[src/rtl/slsu_storebuf.sv]
// Load/store unit with a posted-store FIFO in front of sdatamem.
// Define SLSU_MISALIGN_TRAP_EN to fault misaligned halfword/word accesses.
module slsu_storebuf #(
  parameter int DATA_WIDTH = 32,
  parameter int SB_DEPTH   = 4
) (
  input  logic                         clk,
  input  logic                         rst,
  input  logic                         req_valid_i,
  output logic                         req_ready_o,
  input  logic                         req_we_i,
  input  logic [1:0]                   req_size_i,
  input  logic                         req_unsigned_i,
  input  logic [DATA_WIDTH-1:0]        req_addr_i,
  input  logic [DATA_WIDTH-1:0]        req_wdata_i,
  output logic                         rsp_valid_o,
  output logic [DATA_WIDTH-1:0]        rsp_rdata_o,
  output logic                         rsp_fault_o,
  output logic                         mem_read_o,
  output logic                         mem_write_o,
  output logic [1:0]                   mem_size_o,
  output logic [DATA_WIDTH-1:0]        mem_addr_o,
  output logic [DATA_WIDTH-1:0]        mem_wdata_o,
  input  logic [DATA_WIDTH-1:0]        mem_rdata_i,
  output logic                         sb_empty_o,
  output logic [$clog2(SB_DEPTH):0]    sb_count_o
);

  localparam int DW = DATA_WIDTH;
  localparam int PW = $clog2(SB_DEPTH);
  localparam int CW = PW + 1;

  logic [DW-1:0] sb_addr  [SB_DEPTH];
  logic [DW-1:0] sb_wdata [SB_DEPTH];
  logic [1:0]    sb_size  [SB_DEPTH];

  logic [PW-1:0] head, tail;
  logic [CW-1:0] count;

  logic          misal;
  logic          hazard;
  logic          load_acc;
  logic          store_acc;
  logic          drain;
  logic [DW-1:0] ext;

  function automatic logic [DW-3:0] wlast(
    input logic [DW-1:0] a,
    input logic [1:0]    s
  );
    logic [DW-1:0] l;
    l = a + (s[1] ? DW'(3) : DW'(s[0]));
    return l[DW-1:2];
  endfunction

  // A request spans at most two words, so endpoint equality is sufficient.
  function automatic logic word_hit(
    input logic [DW-1:0] ea,
    input logic [1:0]    es,
    input logic [DW-1:0] ra,
    input logic [1:0]    rs
  );
    logic [DW-3:0] ef, el, rf, rl;
    ef = ea[DW-1:2];
    el = wlast(ea, es);
    rf = ra[DW-1:2];
    rl = wlast(ra, rs);
    return (ef == rf) || (ef == rl) ||
           (el == rf) || (el == rl);
  endfunction

`ifdef SLSU_MISALIGN_TRAP_EN
  assign misal = (req_size_i == 2'b01 && req_addr_i[0]) ||
                 (req_size_i[1] && req_addr_i[1:0] != 2'b00);
`else
  assign misal = 1'b0;
`endif

  always_comb begin
    logic [PW-1:0] off;
    hazard = 1'b0;
    off    = '0;
    for (int i = 0; i < SB_DEPTH; i++) begin
      off = PW'(i) - head;
      if ({1'b0, off} < count &&
          word_hit(sb_addr[i], sb_size[i],
                   req_addr_i, req_size_i))
        hazard = 1'b1;
    end
  end

  always_comb begin
    req_ready_o = 1'b0;
    unique case (1'b1)
      misal:
        req_ready_o = 1'b1;
      (!misal && req_we_i):
        req_ready_o = count < CW'(SB_DEPTH);
      default:
        req_ready_o = !hazard;
    endcase
  end

  assign load_acc  = req_valid_i && req_ready_o &&
                     !req_we_i && !misal;
  assign store_acc = req_valid_i && req_ready_o &&
                     req_we_i && !misal;
  assign drain     = !load_acc && (count != '0);

  always_comb begin
    mem_read_o  = 1'b0;
    mem_write_o = 1'b0;
    mem_size_o  = 2'b00;
    mem_addr_o  = '0;
    mem_wdata_o = '0;
    unique case (1'b1)
      load_acc: begin
        mem_read_o = 1'b1;
        mem_size_o = req_size_i;
        mem_addr_o = req_addr_i;
      end
      drain: begin
        mem_write_o = 1'b1;
        mem_size_o  = sb_size[head];
        mem_addr_o  = sb_addr[head];
        mem_wdata_o = sb_wdata[head];
      end
      default: ;
    endcase
  end

  always_comb begin
    ext = mem_rdata_i;
    unique case (1'b1)
      (req_unsigned_i && req_size_i == 2'b00):
        ext = {{(DW-8){1'b0}}, mem_rdata_i[7:0]};
      (req_unsigned_i && req_size_i == 2'b01):
        ext = {{(DW-16){1'b0}}, mem_rdata_i[15:0]};
      default: ;
    endcase
  end

  always_ff @(posedge clk) begin
    if (store_acc) begin
      sb_addr[tail]  <= req_addr_i;
      sb_size[tail]  <= req_size_i;
      sb_wdata[tail] <= req_wdata_i;
    end
  end

  always_ff @(posedge clk or posedge rst) begin
    if (rst) begin
      head        <= '0;
      tail        <= '0;
      count       <= '0;
      rsp_valid_o <= 1'b0;
      rsp_rdata_o <= '0;
      rsp_fault_o <= 1'b0;
    end else begin
      if (store_acc)
        tail <= tail + PW'(1);
      if (drain)
        head <= head + PW'(1);
      count       <= count + CW'(store_acc) - CW'(drain);
      rsp_valid_o <= req_valid_i && req_ready_o;
      rsp_rdata_o <= load_acc ? ext : '0;
      rsp_fault_o <= req_valid_i && misal;
    end
  end

  assign sb_empty_o = (count == '0);
  assign sb_count_o = count;

endmodule

[config.mk]
export PLATFORM = sky130hd
export DESIGN_NAME = slsu_storebuf
export DESIGN_NICKNAME = d
export VERILOG_FILES = /design/src/rtl/slsu_storebuf.sv
export SDC_FILE = /design/constraint.sdc
export NUM_CORES = 1
export LEC_CHECK = 0
export BUFFER_PORTS_ARGS = -buffer_cell sky130_fd_sc_hd__clkbuf_2
export CAP_MARGIN = 20
export CORE_MARGIN = 4
export CORE_UTILIZATION = 35
export CTS_BUF_LIST = sky130_fd_sc_hd__clkbuf_4 sky130_fd_sc_hd__clkbuf_8
export DETAILED_ROUTE_END_ITERATION = 12
export HOLD_SLACK_MARGIN = 0.08
export PLACE_DENSITY_LB_ADDON = 0.05
export SYNTH_ARGS = -nofsm -noshare
export SYNTH_HDL_FRONTEND = slang
export SYNTH_SLANG_ARGS = --single-unit
export TNS_END_PERCENT = 1
[constraint.sdc]
create_clock -name clk -period 8.45 [get_ports clk]
set_clock_uncertainty 0.1 [all_clocks]
set_input_delay 1.69 -clock clk [delete_from_list [all_inputs] [get_ports clk]]
set_output_delay 1.69 -clock clk [all_outputs]
set_load 0.1 [all_outputs]
======== After elaboration in Yosys (flattened, before gate mapping) ========
Memories as Yosys holds them, arrays and structs flattened.
Cells that the tools add are included.
Widths: inputs -> output; s select.
cells by class
  $add $sub $neg .......................... 13
  order comparisons ....................... 5
  equal/unequal tests ..................... 17
  muxes and demuxes ....................... 19
  reductions and logical operators ........ 28
operators by type and width
  operator             count
  $eq 30x30->1         16
  $add 32x2->32        5
  $pmux 32 s2          2
  $mux 32              2
  $logic_or 1x1->1     12
  $lt 2x3->1           4
  $logic_and 1x1->1    10
  $mux 2               5
  $mux 1               9
  $add 2x1->2 const B  2
  $pmux 2 s2           1
  $sub 1x2->2 const A  2
  $sub 2x2->2 const A  2
  $add 3x1->3          1
  $logic_not 1->1      3
  $logic_not 3->1      1
  $lt 3x3->1 const B   1
  $reduce_bool 3->1    1
  $sub 3x1->3          1
  $eq 2x1->1 const B   1
  $logic_not 2->1      1
storage, ports and cells
  register bits after elaboration ......... 40
  memory bits (writable) .................. 264
  input bits .............................. 103
  output and inout port bits .............. 107
  logic and storage cells ................. 90
  memories ................................ 3
memory list
  name      depth  width  read ports  clocked after Yosys merged registers in  wr ports  line  source
  sb_addr   4      32     5           0                                        1         33    logic [DW-1:0] sb_addr [SB_DEPTH];
  sb_wdata  4      32     1           0                                        1         34    logic [DW-1:0] sb_wdata [SB_DEPTH];
  sb_size   4      2      5           0                                        1         35    logic [1:0] sb_size [SB_DEPTH];

======== Logic depth before layout (Yosys ltp) ========
Gate-level depths: netlist of the first run.
  depth after elaboration ................. 18
  mapped depth ............................ 23
  mapped depth without buffers ............ 18

======== Worst setup path after synthesis of the first run ========
Ideal clock, no wire load.
  path kind ............................... input port to output port
  start point ............................. input port req_addr_i[5]
  end point ............................... output port mem_addr_o[0]
  arrival ................................. 6747 ps
  data required time ...................... 6660 ps
  setup slack ............................. -87 ps
  cell stages on the path ................. 14
  cells stage by stage .................... buf_2 and4_1 buf_4 o211ai_2 or4_4 a2111oi_2 nand4_1 or4_1 nor4_1 a2111oi_0 and4_4 buf_2 clkbuf_1 o21ai_0
between the ends
  word-level cells in the longest chain between the ends .. 17
  elaborated cells between the ends (all ways) .. 44
  those cells by class .................... add/sub (1); eq/ne (16); mux (6); reduce/logical (21)
RTL lines
  what                               line  source
  start, declared                    14    input logic [DATA_WIDTH-1:0] req_addr_i,
  $add 32x2->32                      52    l = a + (s[1] ? DW'(3) : DW'(s[0]));
  $eq 30x30->1                       68    return (ef == rf) || (ef == rl) ||
  $logic_or 1x1->1 (2 in series)     68
  $logic_or 1x1->1                   69    (el == rf) || (el == rl);
  $logic_and 1x1->1                  85    if ({1'b0, off} < count &&
  $mux 1 (3 in series)               85
  $mux 1 *                           85
  $logic_not 1->1 *                  100   req_ready_o = !hazard;
  $mux 1 *                           94    unique case (1'b1)
  $logic_and 1x1->1 * (2 in series)  104   assign load_acc = req_valid_i && req_ready_o &&
  $logic_not 1->1                    108   assign drain = !load_acc && (count != '0);
  $logic_and 1x1->1                  108
  $pmux 32 s2 *                      116   unique case (1'b1)
  end, declared                      22    output logic [DATA_WIDTH-1:0] mem_addr_o,
Every way passes the cells marked *; elsewhere a longest branch is shown, timed or not.

======== Final worst setup path of the first run ========
  start point ............................. input port req_addr_i[4]
  end point ............................... output port mem_wdata_o[2]
between the ends
  word-level cells in the longest chain between the ends .. 17
  elaborated cells between the ends (all ways) .. 44
  those cells by class .................... add/sub (1); eq/ne (16); mux (6); reduce/logical (21)
RTL lines
  what                               line  source
  $add 32x2->32                      52
  $eq 30x30->1                       68
  $logic_or 1x1->1 (2 in series)     68
  $logic_or 1x1->1                   69
  $logic_and 1x1->1                  85
  $mux 1 (3 in series)               85
  $mux 1 *                           85
  $logic_not 1->1 *                  100
  $mux 1 *                           94
  $logic_and 1x1->1 * (2 in series)  104
  $logic_not 1->1 *                  108
  $logic_and 1x1->1 *                108
  $mux 32 *                          116
  end, declared                      23    output logic [DATA_WIDTH-1:0] mem_wdata_o,
Marks and branches as above.

==> metrics.txt, run 1 <==
# TYPE chip_impl_metric gauge
chip_impl_info{name="critical_path_class",value="input pin to primary output"} 1
chip_impl_metric{name="ctsHtreeMaxLevel",unit=""} 2
chip_impl_metric{name="finalSetupViolCount",unit=""} 0
chip_impl_metric{name="fp.dieH",unit="um"} 244
chip_impl_metric{name="synthesis.yosys.warnings",unit=""} 0
chip_impl_metric{name="dpl_cell_area",unit="um2"} 22600
chip_impl_metric{name="synth-compound-area-share",unit=""} 0.105
chip_impl_metric{name="setup_ws",unit="ns"} 0.373
chip_impl_metric{name="place.detailed.hpwl",unit="um"} 59900
chip_impl_metric{name="floorplan.initialDensity",unit=""} 0.354
chip_impl_metric{name="muxShareOfSynthArea",unit=""} 0.0858
chip_impl_metric{name="ctsResizeCount",unit=""} 0
chip_impl_metric{name="groute.usage.overall",unit=""} 0.257
chip_impl_metric{name="timing.final.crit_period",unit="ns"} 8.08
chip_impl_metric{name="netlist_area",unit="um2"} 19500
chip_impl_metric{name="design_area",unit="um2"} 23800
chip_impl_info{name="synth_ff_type",value="sky130_fd_sc_hd__edfxtp_1"} 1
chip_impl_info{name="cts_tree",value="done"} 1
chip_impl_metric{name="design.die.area",unit="um2"} 59600
chip_impl_metric{name="worst_setup_hold_path_clk_slew",unit="ns"} 0.06
chip_impl_metric{name="critPathMaxStageDelay",unit="ns"} 0.57
chip_impl_info{name="startpoint",value="req_addr_i[4]"} 1
chip_impl_metric{name="grt_remaining_overflow",unit=""} 0
chip_impl_metric{name="syn_to_final_growth",unit="%"} 21.7
chip_impl_metric{name="num-nets-final",unit=""} 2106
chip_impl_metric{name="antenna_found_initial",unit=""} 3
chip_impl_metric{name="drc",unit=""} 0
chip_impl_metric{name="worst_skew_pair.late_latency",unit="ns"} 0.65
chip_impl_info{name="layout.cells.most_common_list",value="sky130_fd_sc_hd__edfxtp_1 (264), sky130_fd_sc_hd__xnor2_1 (146), sky130_fd_sc_hd__clkbuf_2 (139), sky130_fd_sc_hd__nand2_1 (124), sky130_fd_sc_hd__xor2_1 (88)"} 1
chip_impl_metric{name="buffer_ports.inserted",unit=""} 208
chip_impl_metric{name="ys_seq_area_frac",unit=""} 0.458
chip_impl_metric{name="clock_sink_count",unit=""} 304
chip_impl_metric{name="drt.antenna.violating_nets",unit=""} 0
chip_impl_metric{name="critical_path_arrival",unit="ns"} 6.29
chip_impl_metric{name="multi_input_comb_area",unit="um2"} 9870
chip_impl_metric{name="synthDistinctLibCells",unit=""} 88
chip_impl_metric{name="max_slew_margin",unit=""} 0.339
chip_impl_metric{name="via_count_of_the_first_global_routing_pass",unit=""} 15900
chip_impl_metric{name="std_cell_rows",unit=""} 86
chip_impl_metric{name="use_met2",unit=""} 0.410
chip_impl_metric{name="post_synth_and_or_nand_nor_area_fraction",unit=""} 0.197
chip_impl_info{name="cp-start-kind",value="input pin"} 1
chip_impl_metric{name="critPathBufInv",unit=""} 5
chip_impl_info{name="rsz0062_at_grt",value="false"} 1
chip_impl_metric{name="crit_fanout",unit=""} 16
chip_impl_metric{name="avgViaCountPerCell",unit=""} 5.78
chip_impl_metric{name="cts-hold-fix-buffers",unit=""} 0
chip_impl_info{name="worst_path_dominant_cell_family",value="simple AND/OR/NAND/NOR gates"} 1
chip_impl_metric{name="placed_cells_incl_taps",unit=""} 2677
chip_impl_metric{name="achievable-frequency",unit="MHz"} 124
chip_impl_info{name="yosysTopAreaCell",value="sky130_fd_sc_hd__edfxtp_1"} 1
chip_impl_metric{name="syn_inst",unit=""} 1771
chip_impl_metric{name="route.detailed.wl_per_inst",unit="um"} 28.2
chip_impl_info{name="end_kind",value="primary output"} 1
chip_impl_metric{name="postSynth.asyncResetShare",unit=""} 0.132
chip_impl_info{name="hold_path_startpoint",value="tail[1]"} 1
chip_impl_info{name="reg2reg_to",value="sb_count_o[1]"} 1
chip_impl_metric{name="worst_slew_pin_slew",unit="ns"} 0.989
chip_impl_metric{name="grt.met1_usage",unit=""} 0.345
chip_impl_info{name="worst_hold_path.endpoint",value="tail[1]"} 1
chip_impl_metric{name="vdd.ir_drop.worst",unit="mV"} 0.268
chip_impl_metric{name="slew_viol_final",unit=""} 0
chip_impl_metric{name="ffs_latches_synth",unit=""} 304
chip_impl_metric{name="avgSynthCellArea",unit="um2"} 11.0
chip_impl_metric{name="dp_slack",unit="ns"} 0.401
chip_impl_metric{name="detailroute.via_count",unit=""} 16100
chip_impl_metric{name="number_of_cells_on_the_worst_reg_to_reg_path",unit=""} 16
chip_impl_metric{name="synth-xor-area-share",unit=""} 0.106
chip_impl_metric{name="ff_latch_area",unit="um2"} 8940
chip_impl_metric{name="synth_fa_ha_area_frac",unit=""} 0.0112
chip_impl_metric{name="instances_no_fill",unit=""} 2779
chip_impl_info{name="timing.critical_path.mode_cell",value="sky130_fd_sc_hd__buf_12"} 1
chip_impl_metric{name="drt_first_pass_iters",unit=""} 5
chip_impl_metric{name="layout_cell_share_with_drive_strength_beyond_1",unit=""} 0.247
chip_impl_metric{name="worstPathRequired",unit="ns"} 6.66
chip_impl_metric{name="finalHoldViolations",unit=""} 0
chip_impl_info{name="min_path_type",value="flop to flop"} 1
chip_impl_metric{name="power.static_leakage",unit="nW"} 8.53
chip_impl_info{name="critPathSlowestCell",value="sky130_fd_sc_hd__or4_1"} 1
chip_impl_metric{name="core-area",unit="um2"} 55200
chip_impl_metric{name="final_min_period_over_clock_period",unit=""} 0.956
chip_impl_info{name="global_route.peak_usage_layer",value="met2"} 1
chip_impl_info{name="status",value="finished clean"} 1
chip_impl_metric{name="post_cts.repair.setup_buffers",unit=""} 0
chip_impl_metric{name="whs_path_depth",unit=""} 2
chip_impl_info{name="mostFrequentLayoutCell",value="sky130_fd_sc_hd__edfxtp_1"} 1
chip_impl_metric{name="cts-root-to-sink-buffers",unit=""} 3
chip_impl_metric{name="grt_max_degree",unit=""} 54
chip_impl_info{name="synth_top_family_by_area",value="simple AND/OR/NAND/NOR gates"} 1
chip_impl_metric{name="grt_first_pass_wirelength",unit="um"} 113000
chip_impl_info{name="synth.top_cells.by_area",value="sky130_fd_sc_hd__edfxtp_1 (41%), sky130_fd_sc_hd__mux4_2 (7.6%), sky130_fd_sc_hd__xnor2_1 (6.6%), sky130_fd_sc_hd__dfrtp_1 (5.1%), sky130_fd_sc_hd__xor2_1 (3.9%)"} 1
chip_impl_metric{name="synth.net_count",unit=""} 1890
chip_impl_metric{name="global_route.usage.met3",unit=""} 0.0485
chip_impl_metric{name="cts_made_buffers",unit=""} 55
chip_impl_metric{name="route.final.wire_length",unit="um"} 78500
chip_impl_metric{name="number_of_enable_flip_flop_cells_after_synthesis",unit=""} 264
chip_impl_metric{name="drt_iter0_drc",unit=""} 1375
chip_impl_metric{name="number_of_inserted_filler_cells_in_the_final_layout",unit=""} 5278
chip_impl_metric{name="r2r_setup_slack",unit="ns"} 2.52
chip_impl_metric{name="die-width",unit="um"} 244
chip_impl_info{name="root_buffer",value="sky130_fd_sc_hd__clkbuf_8"} 1
chip_impl_metric{name="power_density_over_cell_area",unit="nW/um2"} 298
chip_impl_metric{name="cap_viol_max_count",unit=""} 0
chip_impl_metric{name="gp_congestion",unit=""} 0.989
chip_impl_metric{name="yosys.area.top_type_share",unit=""} 0.406
chip_impl_info{name="crit_path_cell_trace",value="clkbuf_2, and4_1, nand2_4, or4_4, a2111oi_2, nand4_1, or4_1, nor4_1, a2111oi_0, buf_4, and4_4, or2_2, buf_12, buf_12, nor2b_1, buf_12"} 1
chip_impl_metric{name="io_pins",unit=""} 210
chip_impl_info{name="r2r-start",value="sb_addr[1][11]"} 1
synthesized netlist by cell type (6+ instances only):
cell / n
sky130_fd_sc_hd__a31oi_1: 27
sky130_fd_sc_hd__and3_1: 49
sky130_fd_sc_hd__edfxtp_1: 264
sky130_fd_sc_hd__mux2i_1: 12
sky130_fd_sc_hd__nor2b_2: 19
sky130_fd_sc_hd__a21oi_1: 51
sky130_fd_sc_hd__mux2_2: 6
sky130_fd_sc_hd__xnor2_1: 146
sky130_fd_sc_hd__buf_2: 20
sky130_fd_sc_hd__a211oi_1: 11
sky130_fd_sc_hd__dfrtp_1: 40
sky130_fd_sc_hd__a2111oi_0: 6
sky130_fd_sc_hd__ha_1: 15
sky130_fd_sc_hd__nor2b_4: 9
sky130_fd_sc_hd__inv_1: 46
sky130_fd_sc_hd__or3_1: 13
sky130_fd_sc_hd__or2_2: 6
sky130_fd_sc_hd__nand3_1: 68
sky130_fd_sc_hd__buf_4: 9
sky130_fd_sc_hd__o21ai_0: 76
sky130_fd_sc_hd__buf_1: 14
sky130_fd_sc_hd__nor4_1: 42
sky130_fd_sc_hd__nand2b_1: 46
sky130_fd_sc_hd__o211ai_1: 14
sky130_fd_sc_hd__o2111ai_1: 7
sky130_fd_sc_hd__nor3b_1: 6
sky130_fd_sc_hd__nor2_1: 50
sky130_fd_sc_hd__nand4_1: 70
sky130_fd_sc_hd__nor3_1: 56
sky130_fd_sc_hd__or4_1: 7
sky130_fd_sc_hd__nand2_1: 124
sky130_fd_sc_hd__and4_1: 23
sky130_fd_sc_hd__o22ai_1: 11
sky130_fd_sc_hd__clkbuf_1: 76
sky130_fd_sc_hd__mux4_2: 66
sky130_fd_sc_hd__o211a_1: 15
sky130_fd_sc_hd__nor2b_1: 12
sky130_fd_sc_hd__xor2_1: 88
sky130_fd_sc_hd__o31ai_1: 11
sky130_fd_sc_hd__nor4b_1: 14
sky130_fd_sc_hd__and2_1: 22
sequential cells by signal, indices dropped and copies added (netlist names):
name and count:
head 2, rsp_rdata_o 32, rsp_valid_o 1, sb_addr 128, sb_count_o 3, sb_size 8
sb_wdata 128, tail 2
kinds of logic after synthesis:
kind of cell / Yosys count
flip-flops: 304
XOR/XNOR: 235
buffers and inverters: 170
AND/OR/NAND/NOR: 661
multiplexers: 84
AO/OA/AOI/OAI: 299
other: 1
adder cells (fa/ha/maj): 17
worst register-to-register path: cells and delay by family (launching register included):
kind | cells | cell delay, ns
buf+inv | 3 | 0.36
compound gates | 2 | 0.51
fa+ha+maj | 3 | 0.81
simple gates | 8 | 3.32
flops | 1 | 0.73
layer usage:
layer	vias up	part of all wire
met5	-	0.000089
met1	8071	0.42
met2	633	0.46
li1	7207	-
met4	2	0.047
met3	157	0.067
how the worst max path moves through the flow:
| stage | cells after the start | to |
|---|---|---|
| after CTS | 16 | mem_wdata_o[2] |
| after detailed placement | 16 | mem_wdata_o[0] |
| after floorplan | 14 | mem_addr_o[0] |
| after global routing | 16 | mem_wdata_o[2] |
| after global placement | 16 | mem_wdata_o[0] |
| final | 16 | mem_wdata_o[2] |
through the flow:
step	hold slack (ns)	util	setup TNS, ns	total power, W
floorplan	0.480	-	-1.11	0.00435
global placement	0.508	0.409	0	0.00566
detailed placement	0.523	0.409	0	0.00566
CTS	0.535	0.430	0	0.00716
global route	0.563	0.430	0	0.00737
finish	0.534	0.430	0	0.00707
cell type report:
type                            count  share of cell area
Sequential cell                   304               0.376
Multi-Input combinational cell   1297               0.415
Clock buffer                       74              0.0384
Tap cell                          748              0.0394
Inverter                           46             0.00727
Timing Repair Buffer              283               0.113
Antenna cell                        2            0.000211
Clock inverter                     25              0.0101
power by group:
part / leakage [nW] / internal (W) / switching, W
logic: 5.02 / 0.00132 / 0.00233
registers: 2.91 / 0.00176 / 0.000190
clock network: 0.605 / 0.000828 / 0.000638
total: 8.53 / 0.00391 / 0.00316
(Power assumes the default switching activity.)
==> inputs of run 2 (changes only) <==
--- a/config.mk
+++ b/config.mk
@@ -7,6 +7,9 @@
 export LEC_CHECK = 0
 export BUFFER_PORTS_ARGS = -buffer_cell sky130_fd_sc_hd__clkbuf_2
 export CAP_MARGIN = 20
+export CELL_PAD_IN_SITES_DETAIL_PLACEMENT = 0
+export CELL_PAD_IN_SITES_GLOBAL_PLACEMENT = 1
+export CORE_ASPECT_RATIO = 1.1
 export CORE_MARGIN = 4
 export CORE_UTILIZATION = 35
 export CTS_BUF_LIST = sky130_fd_sc_hd__clkbuf_4 sky130_fd_sc_hd__clkbuf_8
==> run 2 against run 1 <==
Worst hold slack worse by 0.0024 ns. Sequential power hardly changed. Die area hardly changed. Power is 2.5% lower. Largest power group unchanged. Worst setup slack worse by 0.0012 ns.
==> metrics.txt, run 2 (same netlist as run 1, synthesis figures left out) <==
# TYPE chip_impl_metric gauge
chip_impl_metric{name="num-nets-final",unit=""} 2108
chip_impl_metric{name="cts_made_buffers",unit=""} 51
chip_impl_metric{name="worst_setup_hold_path_clk_slew",unit="ns"} 0.06
chip_impl_metric{name="power_density_over_cell_area",unit="nW/um2"} 292
chip_impl_metric{name="layout_cell_share_with_drive_strength_beyond_1",unit=""} 0.248
chip_impl_info{name="status",value="finished clean"} 1
chip_impl_metric{name="fin_total_pwr",unit="W"} 0.00689
chip_impl_metric{name="r2r_setup_slack",unit="ns"} 2.34
chip_impl_metric{name="buffer_ports.inserted",unit=""} 208
chip_impl_info{name="hold_path_startpoint",value="tail[1]"} 1
chip_impl_metric{name="slew_viol_final",unit=""} 0
chip_impl_metric{name="groute.usage.overall",unit=""} 0.257
chip_impl_metric{name="finalHoldViolations",unit=""} 0
chip_impl_metric{name="grt_max_degree",unit=""} 81
chip_impl_metric{name="dp_slack",unit="ns"} 0.385
chip_impl_metric{name="grt_remaining_overflow",unit=""} 0
chip_impl_metric{name="detailroute.via_count",unit=""} 16100
chip_impl_metric{name="finalHoldWorstSlack",unit="ns"} 0.531
chip_impl_metric{name="route.final.wire_length",unit="um"} 78500
chip_impl_metric{name="grt_first_pass_wirelength",unit="um"} 113000
chip_impl_metric{name="ctsHtreeMaxLevel",unit=""} 2
chip_impl_metric{name="cts-root-to-sink-buffers",unit=""} 3
chip_impl_metric{name="design.die.area",unit="um2"} 59600
chip_impl_info{name="r2r-start",value="sb_addr[2][7]"} 1
chip_impl_metric{name="worstPathRequired",unit="ns"} 6.66
chip_impl_info{name="root_buffer",value="sky130_fd_sc_hd__clkbuf_8"} 1
chip_impl_info{name="critical_path_class",value="input pin to primary output"} 1
chip_impl_metric{name="clock_sink_count",unit=""} 304
chip_impl_metric{name="total_switching_power",unit="W"} 0.00312
chip_impl_metric{name="drt_first_pass_iters",unit=""} 5
chip_impl_metric{name="number_of_cells_on_the_worst_reg_to_reg_path",unit=""} 18
chip_impl_metric{name="io_pins",unit=""} 210
chip_impl_info{name="rsz0062_at_grt",value="false"} 1
chip_impl_metric{name="via_count_of_the_first_global_routing_pass",unit=""} 15600
chip_impl_metric{name="core-area",unit="um2"} 55100
chip_impl_metric{name="final_min_period_over_clock_period",unit=""} 0.956
chip_impl_metric{name="place.detailed.hpwl",unit="um"} 60100
chip_impl_metric{name="whs_path_depth",unit=""} 2
chip_impl_metric{name="seq_power_share",unit=""} 0.284
chip_impl_info{name="min_path_type",value="flop to flop"} 1
chip_impl_metric{name="std_cell_rows",unit=""} 90
chip_impl_metric{name="worst_skew_pair.late_latency",unit="ns"} 0.64
chip_impl_metric{name="worst_slew_pin_slew",unit="ns"} 1.25
chip_impl_metric{name="route.detailed.wl_per_inst",unit="um"} 28.4
chip_impl_metric{name="critical_path_arrival",unit="ns"} 6.29
chip_impl_metric{name="drc",unit=""} 0
chip_impl_metric{name="final_core_util",unit=""} 0.429
chip_impl_info{name="worst_path_dominant_cell_family",value="compound AO/OA/AOI/OAI gates"} 1
chip_impl_metric{name="post_cts.repair.setup_buffers",unit=""} 0
chip_impl_metric{name="floorplan.initialDensity",unit=""} 0.354
chip_impl_metric{name="crit_fanout",unit=""} 80
chip_impl_metric{name="pwr-share-comb",unit=""} 0.525
chip_impl_info{name="cp-start-kind",value="input pin"} 1
chip_impl_metric{name="max_slew_margin",unit=""} 0.153
chip_impl_metric{name="finalSetupViolCount",unit=""} 0
chip_impl_metric{name="die-width",unit="um"} 233
chip_impl_metric{name="avgViaCountPerCell",unit=""} 5.83
chip_impl_metric{name="drt_iter0_drc",unit=""} 1636
chip_impl_metric{name="cts-hold-fix-buffers",unit=""} 0
chip_impl_info{name="reg2reg_to",value="sb_count_o[2]"} 1
chip_impl_metric{name="clock_power_share",unit=""} 0.191
chip_impl_info{name="cts_tree",value="done"} 1
chip_impl_metric{name="vdd.ir_drop.worst",unit="mV"} 0.293
chip_impl_info{name="layout.cells.most_common_list",value="sky130_fd_sc_hd__edfxtp_1 (264), sky130_fd_sc_hd__xnor2_1 (146), sky130_fd_sc_hd__clkbuf_2 (140), sky130_fd_sc_hd__nand2_1 (124), sky130_fd_sc_hd__xor2_1 (88)"} 1
chip_impl_metric{name="power.static_leakage",unit="nW"} 8.47
chip_impl_info{name="end_kind",value="primary output"} 1
chip_impl_metric{name="ctsResizeCount",unit=""} 0
chip_impl_info{name="crit_path_cell_trace",value="clkbuf_2, ha_1, o211a_1, o211a_1, buf_4, nand2_1, xor2_1, a2111oi_0, nand4_1, nor4b_1, a2111oi_0, and4_4, buf_12, nand2_1, o21ai_0, buf_12"} 1
chip_impl_metric{name="instances_no_fill",unit=""} 2767
chip_impl_metric{name="placed_cells_incl_taps",unit=""} 2672
chip_impl_metric{name="achievable-frequency",unit="MHz"} 124
chip_impl_metric{name="internal_power",unit="W"} 0.00377
chip_impl_metric{name="cap_viol_max_count",unit=""} 0
chip_impl_metric{name="drt.antenna.violating_nets",unit=""} 0
chip_impl_info{name="worst_hold_path.endpoint",value="tail[1]"} 1
chip_impl_metric{name="fp.dieH",unit="um"} 256
chip_impl_info{name="mostFrequentLayoutCell",value="sky130_fd_sc_hd__edfxtp_1"} 1
chip_impl_metric{name="timing.final.crit_period",unit="ns"} 8.08
chip_impl_metric{name="setup_ws",unit="ns"} 0.372
chip_impl_info{name="biggestRegsByFlops",value="sb_addr x128, sb_wdata x128, rsp_rdata_o x32"} 1
chip_impl_metric{name="antenna_found_initial",unit=""} 1
chip_impl_info{name="critPathSlowestCell",value="sky130_fd_sc_hd__a2111oi_0"} 1
chip_impl_metric{name="gp_congestion",unit=""} 0.978
chip_impl_metric{name="critPathBufInv",unit=""} 4
chip_impl_metric{name="critPathMaxStageDelay",unit="ns"} 0.76
chip_impl_metric{name="power.share.switching",unit=""} 0.453
chip_impl_metric{name="syn_to_final_growth",unit="%"} 21.0
[run 2: cell count changes in the layout (fill, tap and decap cells not counted), moves of 2 or more]
cell | before | now
sky130_fd_sc_hd__clkinv_1 | 14 | 9
sky130_fd_sc_hd__buf_4 | 70 | 79
sky130_fd_sc_hd__diode_2 | 2 | 6
sky130_fd_sc_hd__clkbuf_8 | 57 | 51
sky130_fd_sc_hd__buf_12 | 73 | 70
sky130_fd_sc_hd__bufinv_16 | 4 | 2
[run 2: stage by stage]
stage	instance area, um2	TNS [ns]
CTS	23600	0
detailed placement	22600	0
finish	23600	0
global placement	22600	0
global route	23600	0
floorplan	19500	-1.11
[run 2: power groups by stage]
stage / Sequential, W / Combinational [W] / Clock, W
CTS: 0.00196 / 0.00365 / 0.00137
detailed placement: 0.00199 / 0.00364 / 0
global route: 0.00198 / 0.00378 / 0.00145
finish: 0.00196 / 0.00362 / 0.00132
floorplan: 0.00194 / 0.00241 / 0
global placement: 0.00199 / 0.00364 / 0
[run 2: layout make-up]
cell class	instances	area (um2)
well taps	736	921
flip-flops and latches	304	8940
clock buffers	69	837
repair buffers	289	2700
fillers	5354	31500
clock inverters	20	163
inverters	46	173
diodes	6	15.0
multi-input cells	1297	9870
[run 2: tightest hold or removal path: cells and delay by family (launching register included)]
family | cells | cell delay, ns
buffers and inverters | 1 | 0.10
AO/OA/AOI/OAI | 1 | 0.09
flip-flops | 1 | 0.39
[run 2: worst max path at each step]
stage / from / to / slack [ns] / cells after the start
after floorplan: req_addr_i[5] / mem_addr_o[0] / -0.09 / 14
after global placement: req_addr_i[1] / mem_addr_o[11] / 0.44 / 15
after detailed placement: req_addr_i[1] / mem_addr_o[5] / 0.38 / 16
after CTS: req_addr_i[1] / mem_addr_o[5] / 0.38 / 16
after global routing: req_addr_i[1] / mem_addr_o[8] / 0.07 / 16
final: req_addr_i[1] / mem_addr_o[17] / 0.37 / 16
[run 2: routing by layer]
metal  vias up  track usage  routed length [um]
met5         -            0                   0
met4         0       0.0779                2620
met3       110       0.0392                4870
met2       647        0.421               37900
met1      8134        0.352               33100
li1       7227            -                   -
